$ cat src/rtl/sram_arbiter.sv
// Shared single-port SRAM arbiter for the IF and MEM pipeline stages.
// MEM has fixed priority; each access holds the strobes for ACCESS_CYCLES, then one recovery cycle.
module sram_arbiter #(
  parameter int ACCESS_CYCLES = 2
) (
  input  logic        clk,
  input  logic        rst,
  input  logic        if_req,
  input  logic [15:0] if_addr,
  output logic [15:0] if_data,
  output logic        if_ready,
  input  logic        mem_re,
  input  logic        mem_we,
  input  logic [15:0] mem_addr,
  input  logic [15:0] mem_wdata,
  output logic [15:0] mem_rdata,
  output logic        mem_ready,
  input  logic        advance,
  output logic        stall_if,
  output logic        stall_mem,
  output logic [15:0] ram_addr,
  output logic [15:0] ram_wdata,
  input  logic [15:0] ram_rdata,
  output logic        ram_data_oe,
  output logic        ram_ce_n,
  output logic        ram_oe_n,
  output logic        ram_we_n
);

  typedef enum logic [1:0] {IDLE, ACCESS, RECOVER} state_t;

  localparam logic [1:0] CNT_INIT = 2'(ACCESS_CYCLES - 1);

  state_t     state;
  logic [1:0] cnt;
  logic       owner_mem;
  logic       op_write;
  logic       if_done;
  logic       mem_done;
  logic       mem_pend;
  logic       if_pend;

  assign mem_pend  = (mem_re | mem_we) & ~mem_done;
  assign if_pend   = if_req & ~if_done;
  assign stall_if  = if_pend;
  assign stall_mem = mem_pend;
  assign if_ready  = if_done;
  assign mem_ready = mem_done;

  // The advance clear is written first so a completion at the same edge overrides it.
  always_ff @(posedge clk or negedge rst) begin
    if (!rst) begin
      state       <= IDLE;
      cnt         <= 2'd0;
      owner_mem   <= 1'b0;
      op_write    <= 1'b0;
      if_done     <= 1'b0;
      mem_done    <= 1'b0;
      if_data     <= 16'h0000;
      mem_rdata   <= 16'h0000;
      ram_addr    <= 16'h0000;
      ram_wdata   <= 16'h0000;
      ram_data_oe <= 1'b0;
      ram_ce_n    <= 1'b1;
      ram_oe_n    <= 1'b1;
      ram_we_n    <= 1'b1;
    end else begin
      if (advance) begin
        if_done  <= 1'b0;
        mem_done <= 1'b0;
      end
      case (state)
        IDLE: begin
          if (mem_pend) begin
            owner_mem   <= 1'b1;
            op_write    <= mem_we;
            ram_addr    <= mem_addr;
            ram_wdata   <= mem_wdata;
            cnt         <= CNT_INIT;
            ram_ce_n    <= 1'b0;
            ram_oe_n    <= mem_we;
            ram_we_n    <= ~mem_we;
            ram_data_oe <= mem_we;
            state       <= ACCESS;
          end else if (if_pend) begin
            owner_mem   <= 1'b0;
            op_write    <= 1'b0;
            ram_addr    <= if_addr;
            cnt         <= CNT_INIT;
            ram_ce_n    <= 1'b0;
            ram_oe_n    <= 1'b0;
            ram_we_n    <= 1'b1;
            ram_data_oe <= 1'b0;
            state       <= ACCESS;
          end
        end
        ACCESS: begin
          if (cnt != 2'd0) begin
            cnt <= cnt - 2'd1;
          end else begin
            if (owner_mem) begin
              if (!op_write) mem_rdata <= ram_rdata;
              mem_done <= 1'b1;
            end else begin
              if_data <= ram_rdata;
              if_done <= 1'b1;
            end
            ram_ce_n    <= 1'b1;
            ram_oe_n    <= 1'b1;
            ram_we_n    <= 1'b1;
            ram_data_oe <= 1'b0;
            state       <= RECOVER;
          end
        end
        RECOVER: state <= IDLE;
        default: state <= IDLE;
      endcase
    end
  end

endmodule

$ cat config.mk
export PLATFORM = sky130hd
export DESIGN_NAME = sram_arbiter
export DESIGN_NICKNAME = d
export VERILOG_FILES = /design/src/rtl/sram_arbiter.sv
export SDC_FILE = /design/constraint.sdc
export NUM_CORES = 1
export LEC_CHECK = 0
export CAP_MARGIN = 20
export CORE_ASPECT_RATIO = 1.2
export CORE_MARGIN = 3
export CORE_UTILIZATION = 25
export CTS_BUF_LIST = sky130_fd_sc_hd__clkbuf_4
export CTS_CLUSTER_SIZE = 30
export DETAILED_ROUTE_END_ITERATION = 7
export GPL_TIMING_DRIVEN = 0
export PLACE_DENSITY = 0.52
export SLEW_MARGIN = 5
export SYNTH_ARGS = -nofsm -noshare
export SYNTH_HDL_FRONTEND = slang
export SYNTH_SLANG_ARGS = --single-unit
$ cat constraint.sdc
create_clock -name clk -period 1.85 [get_ports clk]
set_clock_uncertainty 0.05 [all_clocks]
set_input_delay 0.37 -clock clk [delete_from_list [all_inputs] [get_ports clk]]
set_output_delay 0.37 -clock clk [all_outputs]
set_load 0.01 [all_outputs]
Word-level counts from Yosys, hierarchy flattened. Cells that the tools add are included.

Bits in registers: 76. Output and inout port bits: 72. Logic and storage cells: 67.

$add $sub $neg: 1. Eq/ne operators: 4. Mux-type cells: 28. Bitwise operators: 9. Reductions and logical operators: 11.

Operators by type and width (count): two-way mux 16 bit (2); two-way mux 1 bit (16); AND reduction 3 bit (3); two-way mux 2 bit (4); case mux 1 bit (2 select lines) (4); case mux 2 bit (2 select lines) (2); inverter 1 bit (6); AND reduction 2 bit (3); nonzero test 2 bit (3); inequality test 2 bit, second input constant (2); AND reduction 4 bit (1); inequality test 3 bit, second input constant (1); bitwise AND 1 bit (2); equality test 2 x 1 -> 1 bit, second input constant (1); logical NOT 2 bit (1); subtractor 2 x 1 -> 2 bit, second input constant (1); bitwise OR 1 bit (1).

Depth between registers and ports, before layout. Gate-level depths: netlist (run 1).

Word-level depth: 5. Depth in mapped cells: 6. Mapped depth without buffers: 6.

Worst setup path before layout (run 1). OpenSTA, ideal clock, no wires.

Kind: register -> register. From: reg cnt[0]. To: reg mem_rdata[10]. Arrival: 1.634 ns. Path slack: 0.041 ns. Cell stages (with the launch flop): 7. Path buffers: 1. Period minus slack after synthesis: 1.809 ns. Path through: dfrtp_1 > inv_1 > ha_1 > nand3b_4 > nor3b_2 > buf_6 > mux2_2.

Longest elaborated chain between the ends: 3.

RTL lines: start: declaration (RTL line 35) `logic [1:0] cnt;`; start signal: assignment (RTL line 99) `cnt <= cnt - 2'd1;`; nonzero test 2 bit (RTL line 98) `if (cnt != 2'd0) begin`; inverter 1 bit (no line); AND reduction 4 bit (no line); end signal: assignment (RTL line 102) `if (!op_write) mem_rdata <= ram_rdata;`; end: declaration (RTL line 16) `output logic [15:0] mem_rdata,`.

No other way between the ends. A chain may end at the register's enable or synchronous reset.

Worst setup path after layout (run 1).
From: reg cnt[0]. To: reg mem_rdata[2].

The elaborated chain is that of the path after synthesis.

==> run_results.csv, run 1 <==
group,metric,value,unit
global_route,grt_use_met3,4.47,%
die,start_util,25.6,%
cts,htreeDepth,3,
synthesis,yosysWarnings,0,
synthesis,synth_top_cell_area_share,58.6,%
global_route,grt_pass1_vias,2354,
worst_setup_path,reg2reg_depth,6,
worst_setup_path,max_stage_delay,0.40,ns
power,p_leak,0.00217,µW
sta,fmax,568,MHz
die,boundaryPins,142,
synthesis,synth-edff-count,0,
sta,fin_crit,1.76,ns
global_route,grt_use_met2,19.1,%
cells_and_area,final_util,41.3,%
die,die_h,128,µm
power,power_density,1650,nW/µm²
routing,vias,2195,
synthesis,synth_seq_cells,76,
die,core-area,12200,µm²
routing,drtIter0Drc,31,
sta,setup_tns,0,ns
sta,drv_slew,0,
worst_setup_path,worst_setup_path_end_kind,"register",
power,ir_drop,0.570,mV
synthesis,synthTopCellsByArea,"dfrtp_1, mux2_2, mux2_4",
hold_path,hold_class,"in -> async",
synthesis,synth.avg_cell_area,15.7,µm²
global_route,met1_usage,12.8,%
cells_and_area,ff_latch_area,1910,µm²
synthesis,synth_nets,270,
sta,min_period_over_period,95.2,%
sta,rsz0062_at_grt,"no",
sta,hold_violations,0,
worst_setup_path,cp_data_arrival_time,2.02,ns
routing,wl,7810,µm
cts,clock-sinks,76,
synthesis,synth.cell_area,3120,µm²
routing,drt_pre_antenna_iters,4,
cells_and_area,final_net_count,434,
cells_and_area,drive_gt1_share,35.3,%
cells_and_area,multi_input_area,1170,µm²
synthesis,seq_area_frac_synth,61.1,%
sta,tightest_slew,0.610,ns
power,p_total,8300,µW
worst_setup_path,crit_chain,"inv_2, ha_4, nand3b_4, nor3b_4, buf_6, mux2_2",
outcome,outcome,"finished clean",
cts,clk_path_buf_depth,2,
placement,pre_cts_ws,-0.513,ns
cts,numCtsBuffers,9,
synthesis,synth_top_flop_cell,"dfrtp_1",
routing,drc,0,
cells_and_area,fin_area,5030,µm²
placement,gp_congestion,0.675,
global_route,grt_max_degree,58,
cells_and_area,area_growth,61.2,%
placement,hpwlAfterDp,5540,µm
cts,cts_tree,"done",
placement,dpl-instance-area,4760,µm²
synthesis,synthTopCellsByCount,"dfrtp_1, mux2_2, mux2_4, nor2_1",
cells_and_area,antenna_cells,0,
cts,worstSkewPairLatency,0.42,ns
cells_and_area,fillers,1162,
global_route,grt.busiest_layer,"met2",
routing,postRouteAntennaNets,0,
worst_setup_path,crit_required,2.11,ns
worst_setup_path,crit_type,"reg -> reg",
die,fp-row-count,44,
synthesis,ys_types,28,
cts,clk_pin_slew,0.13,ns
cts,clockRootBuffer,"clkbuf_4",
routing,wl_per_cell,14.8,µm
die,die_area,13900,µm²
worst_setup_path,cp-start-kind,"register",
placement,port_buffers,141,
routing,via_per_inst,4.15,
synthesis,synth_top_area_cell,"dfrtp_1",
global_route,antenna_found_initial,0,
synthesis,syn_inst,199,
flow_run,cap_violations,0,
sta,setup_viol,0,
global_route,gr-total-overflow,0,
die,die_w,108,µm
sta,slew_headroom,58.9,%
worst_setup_path,path_max_fanout,6,
global_route,grt_pass1_wl,11900,µm
synthesis,synthArstFlopShare,100,%
worst_setup_path,cpMaxStageDelayCell,"dfrtp_1",
global_route,grt_use_total,11.3,%
sta,setup_ws,0.0886,ns
[cell usage in the layout, fill, tap and decap left out, types with 2 or more instances in the layout]
master / Yosys / layout
clkinvlp_4: 0 / 2
mux2_4: 7 / 7
buf_4: 1 / 11
clkdlybuf4s50_1: 0 / 125
inv_2: 1 / 3
clkinv_2: 0 / 2
inv_1: 5 / 3
dlygate4sd2_1: 0 / 7
nor2_1: 6 / 5
o21ai_0: 2 / 2
dfstp_2: 3 / 3
buf_2: 2 / 2
o22ai_1: 2 / 2
nand2_1: 5 / 4
buf_6: 3 / 5
a21oi_1: 2 / 2
mux2_2: 73 / 73
dfrtp_1: 73 / 73
clkbuf_4: 0 / 9
dlymetal6s2s_1: 0 / 7
[per-stage QoR]
step                cells  hold slack [ns]
floorplan             199           0.0244
global placement      501            0.435
global route          529            0.284
finish                529            0.314
CTS                   522            0.270
detailed placement    502            0.228
[cells by family after synthesis]
kind of cell,after synthesis,synth area share (%)
muxes,80,29.7
AOI/OAI and AO/OA,12,2.93
buffers and inverters,12,2.37
adders and majority gates,1,0.401
and+or+nand+nor,18,3.45
DFF,76,61.1
[sequential cells by signal (all words and copies together), names as in the netlist, 2 cells and up]
register,cells
state,2
ram_wdata,16
if_data,16
ram_addr,16
mem_rdata,16
cnt,2
[area by class of cell]
class	count	area share, %
Buffer	6	1.07
Clock buffer	9	1.34
Clock inverter	7	1.34
Inverter	6	0.448
Multi-Input combinational cell	111	23.4
Sequential cell	76	37.9
Tap cell	161	4.01
Timing Repair Buffer	153	30.5
[path summary, 6_finish.rpt]
path / startpoint / end / slack (ns)
max: cnt[0]$_DFFE_PN0P_ / mem_rdata[2]$_DFFE_PN0P_ / 0.09
min reg2reg: ram_ce_n$_DFFE_PN1P_ / ram_ce_n$_DFFE_PN1P_ / 0.46
max reg2reg: cnt[0]$_DFFE_PN0P_ / mem_rdata[2]$_DFFE_PN0P_ / 0.09
min: rst / ram_addr[6]$_DFFE_PN0P_ / 0.31
max in group asynchronous: rst / ram_we_n$_DFFE_PN1P_ / 0.83
min in group clk: ram_ce_n$_DFFE_PN1P_ / ram_ce_n$_DFFE_PN1P_ / 0.46
[where the power goes]
group / internal [µW] / switching (µW)
sequential: 2530 / 445
clock: 405 / 597
combinational: 2730 / 1600
total: 5660 / 2640
[layer usage]
| metal | share of wire [%] | routed length [µm] |
|---|---|---|
| met4 | 0.77 | 60 |
| met3 | 7.8 | 607 |
| met1 | 40 | 3130 |
| met5 | 0 | 0 |
| met2 | 51 | 4020 |
[repair_timing]
item,4_1_cts,5_1_grt
hold endpoints to repair,19,0
hold buffers,1,0
setup endpoints to repair,43,35
gates cloned,1,0
resized for setup,20,12
pin swaps,4,3
buffers inserted,2,7
[critical path: cells and delay by family (launching register included)]
| family | cells | cell delay, ns |
|---|---|---|
| adder cells (fa/ha/maj) | 1 | 0.15 |
| AND/OR/NAND/NOR | 2 | 0.46 |
| multiplexers | 1 | 0.33 |
| buffers and inverters | 2 | 0.27 |
| flip-flops | 1 | 0.40 |
Power figures use the tool's default switching activity.
==> inputs of run 2 (changes only) <==
Settings changed: PLACE_DENSITY 0.52 to default.
==> run_results.csv, run 2 (synthesized netlist as in run 1, its figures left out) <==
group,metric,value,unit
global_route,grt_max_degree,66,
die,die_h,128,µm
worst_setup_path,crit_family,"buffers and inverters",
placement,dpl-instance-area,4760,µm²
placement,pre_cts_ws,-0.526,ns
sta,slew_headroom,60.8,%
routing,wl,7940,µm
cells_and_area,multi_input_area,1170,µm²
sta,drv_slew,0,
cells_and_area,drive_gt1_share,35.5,%
global_route,grt_pass1_vias,2417,
cts,clock-sinks,76,
sta,fin_crit,1.76,ns
global_route,gr-total-overflow,0,
worst_setup_path,max_stage_delay,0.55,ns
global_route,antenna_found_initial,0,
sta,setup_ws,0.0873,ns
placement,hpwlAfterDp,5650,µm
flow_run,cap_violations,0,
sta,tightest_slew,0.581,ns
routing,drc,0,
routing,drt_pre_antenna_iters,4,
sta,setup_viol,0,
worst_setup_path,cp-start-kind,"register",
routing,vias,2252,
global_route,grt_use_total,11.5,%
worst_setup_path,crit_type,"reg -> out",
cts,clockRootBuffer,"clkbuf_4",
worst_setup_path,path_max_fanout,2,
die,boundaryPins,142,
hold_path,hold_class,"in -> async",
outcome,outcome,"finished clean",
cells_and_area,layout_commonest_cell,"clkdlybuf4s50_1",
placement,port_buffers,141,
cells_and_area,area_growth,60.8,%
cts,cts_tree,"done",
global_route,grt_pass1_wl,12300,µm
die,die_w,108,µm
cells_and_area,fin_area,5010,µm²
cts,clk_pin_slew,0.13,ns
cells_and_area,layout_common_cells,"clkdlybuf4s50_1, mux2_2, dfrtp_1, buf_4, clkbuf_4",
sta,hold_violations,0,
routing,wl_per_cell,14.9,µm
cells_and_area,final_net_count,438,
die,die_area,13900,µm²
sta,fmax,567,MHz
routing,drtIter0Drc,60,
cts,clk_path_buf_depth,2,
worst_setup_path,worst_setup_path_end_kind,"primary output",
routing,postRouteAntennaNets,0,
worst_setup_path,cpMaxStageDelayCell,"clkdlybuf4s50_1",
power,p_leak,0.00213,µW
cells_and_area,antenna_cells,0,
routing,via_per_inst,4.23,
die,core-area,12200,µm²
cts,worstSkewPairLatency,0.41,ns
sta,setup_tns,0,ns
placement,gp_congestion,0.680,
worst_setup_path,crit_chain,"clkdlybuf4s50_1",
sta,min_period_over_period,95.3,%
die,fp-row-count,44,
cts,htreeDepth,3,
die,start_util,25.6,%
power,p_total,8240,µW
cells_and_area,fillers,1169,
cts,numCtsBuffers,9,
power,ir_drop,0.613,mV
sta,hold_ws,0.300,ns
power,power_density,1640,nW/µm²
cells_and_area,ff_latch_area,1910,µm²
sta,rsz0062_at_grt,"yes",
worst_setup_path,cp_data_arrival_time,1.34,ns
worst_setup_path,critPathBufInv,1,
worst_setup_path,crit_required,1.43,ns
-- run 2: cell count changes in the layout (fill, tap and decap cells not counted) --
cell and change:
clkbuf_4 +2, bufinv_16 -1, clkdlybuf4s15_2 +1, dlymetal6s2s_1 -5
buf_4 +4, clkdlybuf4s50_1 +6, dlygate4sd2_1 -1, clkinv_1 +2
clkinvlp_4 -2, buf_6 -1, clkinv_4 -1
-- run 2: final timing paths --
path | start | to | slack (ns) | cells after the start
min reg2reg | ram_ce_n$_DFFE_PN1P_ | ram_ce_n$_DFFE_PN1P_ | 0.46 | 2
min | rst | ram_addr[2]$_DFFE_PN0P_ | 0.30 | 2
min in group clk | ram_ce_n$_DFFE_PN1P_ | ram_ce_n$_DFFE_PN1P_ | 0.46 | 2
max in group asynchronous | rst | ram_we_n$_DFFE_PN1P_ | 0.86 | 3
max reg2reg | cnt[1]$_DFFE_PN0P_ | mem_rdata[8]$_DFFE_PN0P_ | 0.11 | 7
max | ram_wdata[13]$_DFFE_PN0P_ | ram_wdata[13] | 0.09 | 1
-- run 2: final cells by class --
type / count / area share, %
clock inverter: 5 / 0.424
tap: 161 / 4.02
multi-input combinational: 111 / 23.4
sequential: 76 / 38.0
clock buffer: 11 / 1.65
timing repair buffer: 157 / 30.9
buffer: 6 / 1.15
inverter: 6 / 0.449
-- run 2: per-layer routing --
| layer | up-vias | GRT usage [%] | wire length, µm | share of wire [%] |
|---|---|---|---|---|
| li1 | 1040 | - | - | - |
| met1 | 1117 | 13.1 | 3240 | 41 |
| met2 | 88 | 19.3 | 3920 | 49 |
| met3 | 7 | 4.52 | 708 | 8.9 |
| met4 | 0 | 4.46 | 69 | 0.87 |
| met5 | - | 0 | 0 | 0 |
-- run 2: metrics by stage --
step / utilization (%) / instances
2_1_floorplan: - / 199
3_3_place_gp: 38.9 / 501
5_1_grt: 41.2 / 533
4_1_cts: 40.4 / 524
6_report: 41.2 / 533
3_5_place_dp: 39.1 / 502
-- run 2: repair_timing --
item                                    4_1_cts  5_1_grt
buffers inserted                              5        8
pin swaps                                     3        1
endpoints found under the hold margin        11        0
hold buffers                                  1        0
endpoints found under the setup margin       42       46
resized for setup                            13       10
cloned                                        0        1
-- run 2: report_power, final --
| group | switching, µW | leakage, µW | internal (µW) |
|---|---|---|---|
| clock | 560 | 0.0000631 | 291 |
| combinational | 1630 | 0.00117 | 2780 |
| sequential | 454 | 0.000897 | 2530 |
| total | 2640 | 0.00213 | 5600 |
-- run 2: worst reg2reg max path, cell delays in order, from the launching register on --
cell      delay [ns]
dfrtp_1         0.41
inv_2           0.07
ha_4            0.14
nand3b_4        0.11
nor3b_4         0.25
buf_4           0.15
buf_6           0.12
mux2_2          0.33
